**config.mk**
```make
export PLATFORM = sky130hd
export DESIGN_NAME = mul_pipe
export DESIGN_NICKNAME = d
export VERILOG_FILES = /design/src/rtl/mul_pipe.sv
export SDC_FILE = /design/constraint.sdc
export NUM_CORES = 2
export LEC_CHECK = 0
export CAP_MARGIN = 40
export CORE_ASPECT_RATIO = 0.9
export CORE_MARGIN = 3
export CORE_UTILIZATION = 28
export CTS_BUF_LIST = sky130_fd_sc_hd__clkbuf_16
export CTS_CLUSTER_DIAMETER = 60
export CTS_CLUSTER_SIZE = 14
export DETAILED_ROUTE_END_ITERATION = 12
export SLEW_MARGIN = 20
export SYNTH_ARGS = -nofsm -noshare
export SYNTH_HDL_FRONTEND = slang
export SYNTH_SLANG_ARGS = --single-unit
```
**constraint.sdc**
```tcl
create_clock -name clk -period 5 [get_ports clk]
set_input_delay 1 -clock clk [delete_from_list [all_inputs] [get_ports clk]]
set_output_delay 1 -clock clk [all_outputs]
set_load 0.03 [all_outputs]
```
**src/rtl/mul_pipe.sv**
```systemverilog
// rtl/mul_pipe.sv - pipelined radix-4 sign-magnitude multiplier with tag, stall and flush
module mul_pipe #(
  parameter int W     = 30,
  parameter int TAG_W = 4
) (
  input  logic             clk,
  input  logic             rst_n,
  input  logic             start,
  input  logic [W:0]       a,
  input  logic [W:0]       b,
  input  logic [TAG_W-1:0] tag,
  input  logic             stall,
  input  logic             flush,
  output logic             stop,
  output logic [2*W-1:0]   out,
  output logic             sign,
  output logic [TAG_W-1:0] tag_out
);

  // R radix-4 rows reduced by a D-level binary tree; results emerge D+1 cycles after issue.
  localparam int R  = (W + 1) / 2;
  localparam int D  = $clog2(R);
  localparam int PW = 2 * W;

  // Every row slot is kept at full product width. Slots past a level's live row
  // count stay zero, so pairing them in is harmless and no carry is ever lost.
  logic [PW-1:0]    row_q [0:D][0:R-1];
  logic [PW-1:0]    row_d [0:D][0:R-1];
  logic [D:0]       valid_q, valid_d;
  logic [D:0]       sgn_q, sgn_d;
  logic [TAG_W-1:0] tag_q [0:D];
  logic [TAG_W-1:0] tag_d [0:D];

  logic             adv;
  logic [W+1:0]     a_ext;
  logic [2*R-1:0]   b_pad;

  // A flush always moves the pipe, even when stall is also asserted.
  assign adv   = flush | ~stall;
  assign a_ext = {2'b00, a[W-1:0]};

  // Zero-pad the b magnitude to a whole number of bit pairs.
  always_comb begin
    b_pad        = '0;
    b_pad[W-1:0] = b[W-1:0];
  end

  // Partial-product selection for stage 0, then one pairwise reduction per tree level.
  always_comb begin
    for (int l = 0; l <= D; l++) begin
      for (int k = 0; k < R; k++) begin
        row_d[l][k] = '0;
      end
    end
    for (int i = 0; i < R; i++) begin
      case (b_pad[2*i +: 2])
        2'b01:   row_d[0][i][W+1:0] = a_ext;
        2'b10:   row_d[0][i][W+1:0] = a_ext << 1;
        2'b11:   row_d[0][i][W+1:0] = a_ext + (a_ext << 1);
        default: row_d[0][i][W+1:0] = '0;
      endcase
    end
    // Adjacent rows at level l-1 differ in weight by 2^(2^l).
    for (int l = 1; l <= D; l++) begin
      for (int k = 0; k < R / 2; k++) begin
        row_d[l][k] = row_q[l-1][2*k] + (row_q[l-1][2*k+1] << (1 << l));
      end
      if (R % 2 == 1) begin
        row_d[l][R/2] = row_q[l-1][R-1];
      end
    end
  end

  // Sign and tag ride alongside the datapath one stage at a time.
  always_comb begin
    sgn_d    = '0;
    sgn_d[0] = a[W] ^ b[W];
    tag_d[0] = tag;
    for (int l = 1; l <= D; l++) begin
      sgn_d[l] = sgn_q[l-1];
      tag_d[l] = tag_q[l-1];
    end
  end

  // Valid bits: shift when advancing, clear downstream stages on flush, always capture start when advancing.
  always_comb begin
    valid_d = valid_q;
    if (adv) begin
      valid_d[0] = start;
      for (int l = 1; l <= D; l++) begin
        valid_d[l] = valid_q[l-1] & ~flush;
      end
    end
  end

  // Pipeline registers: valid bits always update, data only moves when the pipe advances.
  always_ff @(posedge clk or negedge rst_n) begin
    if (!rst_n) begin
      valid_q <= '0;
      sgn_q   <= '0;
      for (int l = 0; l <= D; l++) begin
        tag_q[l] <= '0;
        for (int k = 0; k < R; k++) begin
          row_q[l][k] <= '0;
        end
      end
    end else begin
      valid_q <= valid_d;
      if (adv) begin
        row_q <= row_d;
        sgn_q <= sgn_d;
        tag_q <= tag_d;
      end
    end
  end

  // Outputs come straight from the last stage, forced to zero when it holds no result.
  assign stop    = valid_q[D];
  assign out     = valid_q[D] ? row_q[D][0] : '0;
  assign sign    = valid_q[D] & sgn_q[D];
  assign tag_out = valid_q[D] ? tag_q[D] : '0;

endmodule

```
==> run metrics <==
status=finished, final reports clean; Slowest-stage cell, CP=a2111oi_1; max-cap viol count=0; Layout area overhead=13.1%; Clock Skew=roughly 0.048 ns; Post-CTS Hold Fix Bufs=0; number of setup violations in the final report=0; IO buf count=about 140; critical setup path kind=reg2reg; fraction of registers with async set/reset=100%; pin count of the biggest net entering global routing=between 150 and 200; Most Frequent Cell on Critical Path=nand2_1; final instance area=80600 um^2; Net Sw Frac=between 40% and 50%; FMAX=~230 MHz; worst reg2reg setup slack=between 0.7 and 0.8 ns; TritonCTS buffer count=117; Crit Path Max Fanout=4; TNS Setup=0 ns; WP data required=roughly 5.6 ns; clock power share=between 10% and 20%; Post-layout nets=8752; DR iter-0 viols=6920; post-CTS setup buffers=0; number of clock sinks=between 1000 and 1500; FP Rows=between 150 and 200; vias in the first global route=59378; cell area after placement=~77000 um^2; syn_nets=8867; Initial Utilization=28.2%; Root Buffer=clkbuf_16; synthesized instance count=around 8300; synth unique cells=85; Ports=around 140; sequential area share after synthesis=between 30% and 40%; largest delay contributor family on the critical path=compound AO/OA/AOI/OAI gates; Final Critical Period=4.26 ns; chip height=approximately 480 um; logic gate share of total power=roughly 51%; main flop type after synthesis=dfrtp_1; post-cts resize count=0; Synth Area per Inst=approximately 8.6 um^2; post-route antenna net violation count=0; Congestion Overflow GR=0; H-tree levels=3; endpoint type of the worst setup path=flip-flop; Flop pwr share=29.5%; Post-Syn Area=between 70000 and 80000 um^2; period utilization=85.2%; CP Buf/Inv Count=1; switching power=between 20 and 25 mW; Post-synth EDFFs=0; Clock Tree Buf Depth=3; Via Count=around 63000; Power Internal=about 26 mW; critical-path cell list=ha_1 > fa_1 > a21o_1 > a2111oi_1 > buf_4 > o211ai_1 > a311oi_1 > o21ai_1 > a21bo_2 > nand2_1 > o31a_1 > a21oi_1 > o2111ai_1 > nand2_1; worst reg2reg path depth=14; crit path from=row_q[4020]; Worst Hold Slack=0.201 ns; Detailed Place HPWL=188000 um; gr usage total=between 10% and 20%; global-route wire length before repair=~390000 um; Yosys reg bits=about 1100; Max-slew headroom=between 30% and 40%; Worst-Margin Slew=roughly 0.99 ns; worst setup margin=roughly 0.74 ns; unrepaired setup endpoints after global routing=no; Crit Reg-Reg Startpoint=row_q[4020]; post-DR wirelength/cell=22.8 um; Crit Reg-Reg Endpoint=row_q[3394]; Vias/cell=about 5.4; PwrDens=between 500 and 600 nW/um^2; final hold vios=0; TritonCTS clock tree=yes; Clock Latency Late Sink=about 0.79 ns; # DRC=0; die area=about 260000 um^2; RD Place Congestion=0.938; initial antenna violation count=26; Leak=35.6 nW; Total Routed Length=266000 um; core area=approximately 250000 um^2; slowest stage delay, CP=about 0.56 ns; Clock Pin Slew Worst Setup and Hold Paths=0.07 ns; Yosys Warn Count=0; critical path arrival=a little under 5 ns; Worst setup SP type=flip-flop; worst slack, placed=approximately 0.064 ns; worst hold-check path type=in2async; Pre-antenna DRT Iters=6; DIE WIDTH=538 um; fin. max-slew vios=0; fraction of layout cells with a size suffix above 1=9.17%; Max VDD drop=0.360 mV
worst reg2reg max path, stage by stage (launching register included):
cell	delay, ns
dfrtp_1	0.38
ha_1	0.25
fa_1	0.41
a21o_1	0.22
a2111oi_1	0.56
buf_4	0.26
o211ai_1	0.14
a311oi_1	0.39
o21ai_1	0.23
a21bo_2	0.27
nand2_1	0.12
o31a_1	0.29
a21oi_1	0.17
o2111ai_1	0.35
nand2_1	0.09
sequential cells by signal (all words and copies together) (netlist names):
name and cells:
tag_d 16, tag_q 4, row_d 32, row_q 1034, sgn_q 5, valid_q 5
metal layers:
metal  vias to the layer above  share of wire, %  global-route usage [%]  routed length [um]
met5                         -             0.067                  0.0556                 177
met4                        24               3.6                    6.48                9580
met3                       465                11                    6.54               28000
met2                      2579                39                    26.5              104000
met1                     30518                47                    29.1              124000
li1                      29240                 -                       -                   -
power groups by stage:
stage	logic [mW]	clock network, mW	registers [mW]
finish	23.5	9.15	13.6
global route	25.9	9.67	13.9
CTS	23.2	9.34	13.6
detailed placement	23.1	0	13.8
global placement	22.6	0	13.7
floorplan	16.1	0	12.8
cells in the final DEF, fill, tap and decap left out, types with 89 or more instances in the layout:
master,count
o21ai_0,582
dfrtp_1,1095
clkdlybuf4s50_1,115
nor2_1,1179
mux2_2,276
a21oi_1,662
nand2_1,1123
xnor2_1,201
clkbuf_16,120
inv_1,118
nand2b_1,97
o21a_1,94
a21o_1,224
ha_1,461
and2_1,89
buf_4,171
a221oi_1,343
xor2_1,241
nand3_1,113
worst max path at each step:
stage | to | slack [ns] | depth (start not counted)
global route | row_q[3272] | 0.53 | 13
finish | row_q[3394] | 0.74 | 14
global placement | row_q[4108] | 0.06 | 13
CTS | row_q[3272] | 0.79 | 13
floorplan | row_q[3689] | 0.98 | 16
detailed placement | row_q[4348] | 0.06 | 13
stage by stage:
step / util (%) / total power [mW] / std cells
after global placement: 30.2 / 36.3 / 11430
after detailed placement: 30.3 / 36.9 / 11443
final: 31.9 / 46.3 / 11655
after CTS: 31.8 / 46.2 / 11643
after floorplan: - / 28.9 / 8320
after global routing: 31.9 / 49.6 / 11650
cell families (layout without fill, tap and decap cells):
family,Yosys count,in the layout,synth area share [%]
AO/OA/AOI/OAI,2394,2394,21.8
XOR/XNOR,443,443,5.46
other,0,6,0
adder cells (fa/ha/maj),476,476,8.52
AND/OR/NAND/NOR,2910,2910,17.3
buffers and inverters,695,661,3.68
multiplexers,306,306,4.84
flip-flops,1096,1096,38.5
synthesized netlist by cell type (all sizes together), types with 94 or more instances:
cell	count	area, um^2
clkbuf	546	2050
o21a	94	706
a21oi	663	3330
a21o	224	1680
dfrtp	1096	27400
ha	461	5770
xor2	241	2110
mux2	284	3230
inv	109	409
nand2b	99	627
nand3	113	566
a221oi	351	3120
nand2	1123	4220
nor2	1179	4430
xnor2	202	1780
o21ai	598	2990
area by class of cell:
type | instances | area, um^2
multi-input combinational | 6529 | 41200
clock buffer | 120 | 3000
clock inverter | 80 | 882
sequential | 1096 | 27400
antenna | 6 | 15.0
timing repair buffer | 352 | 3420
tap | 3363 | 4210
fill | 26378 | 172000
inverter | 109 | 409
Power figures use the tool's default switching activity.
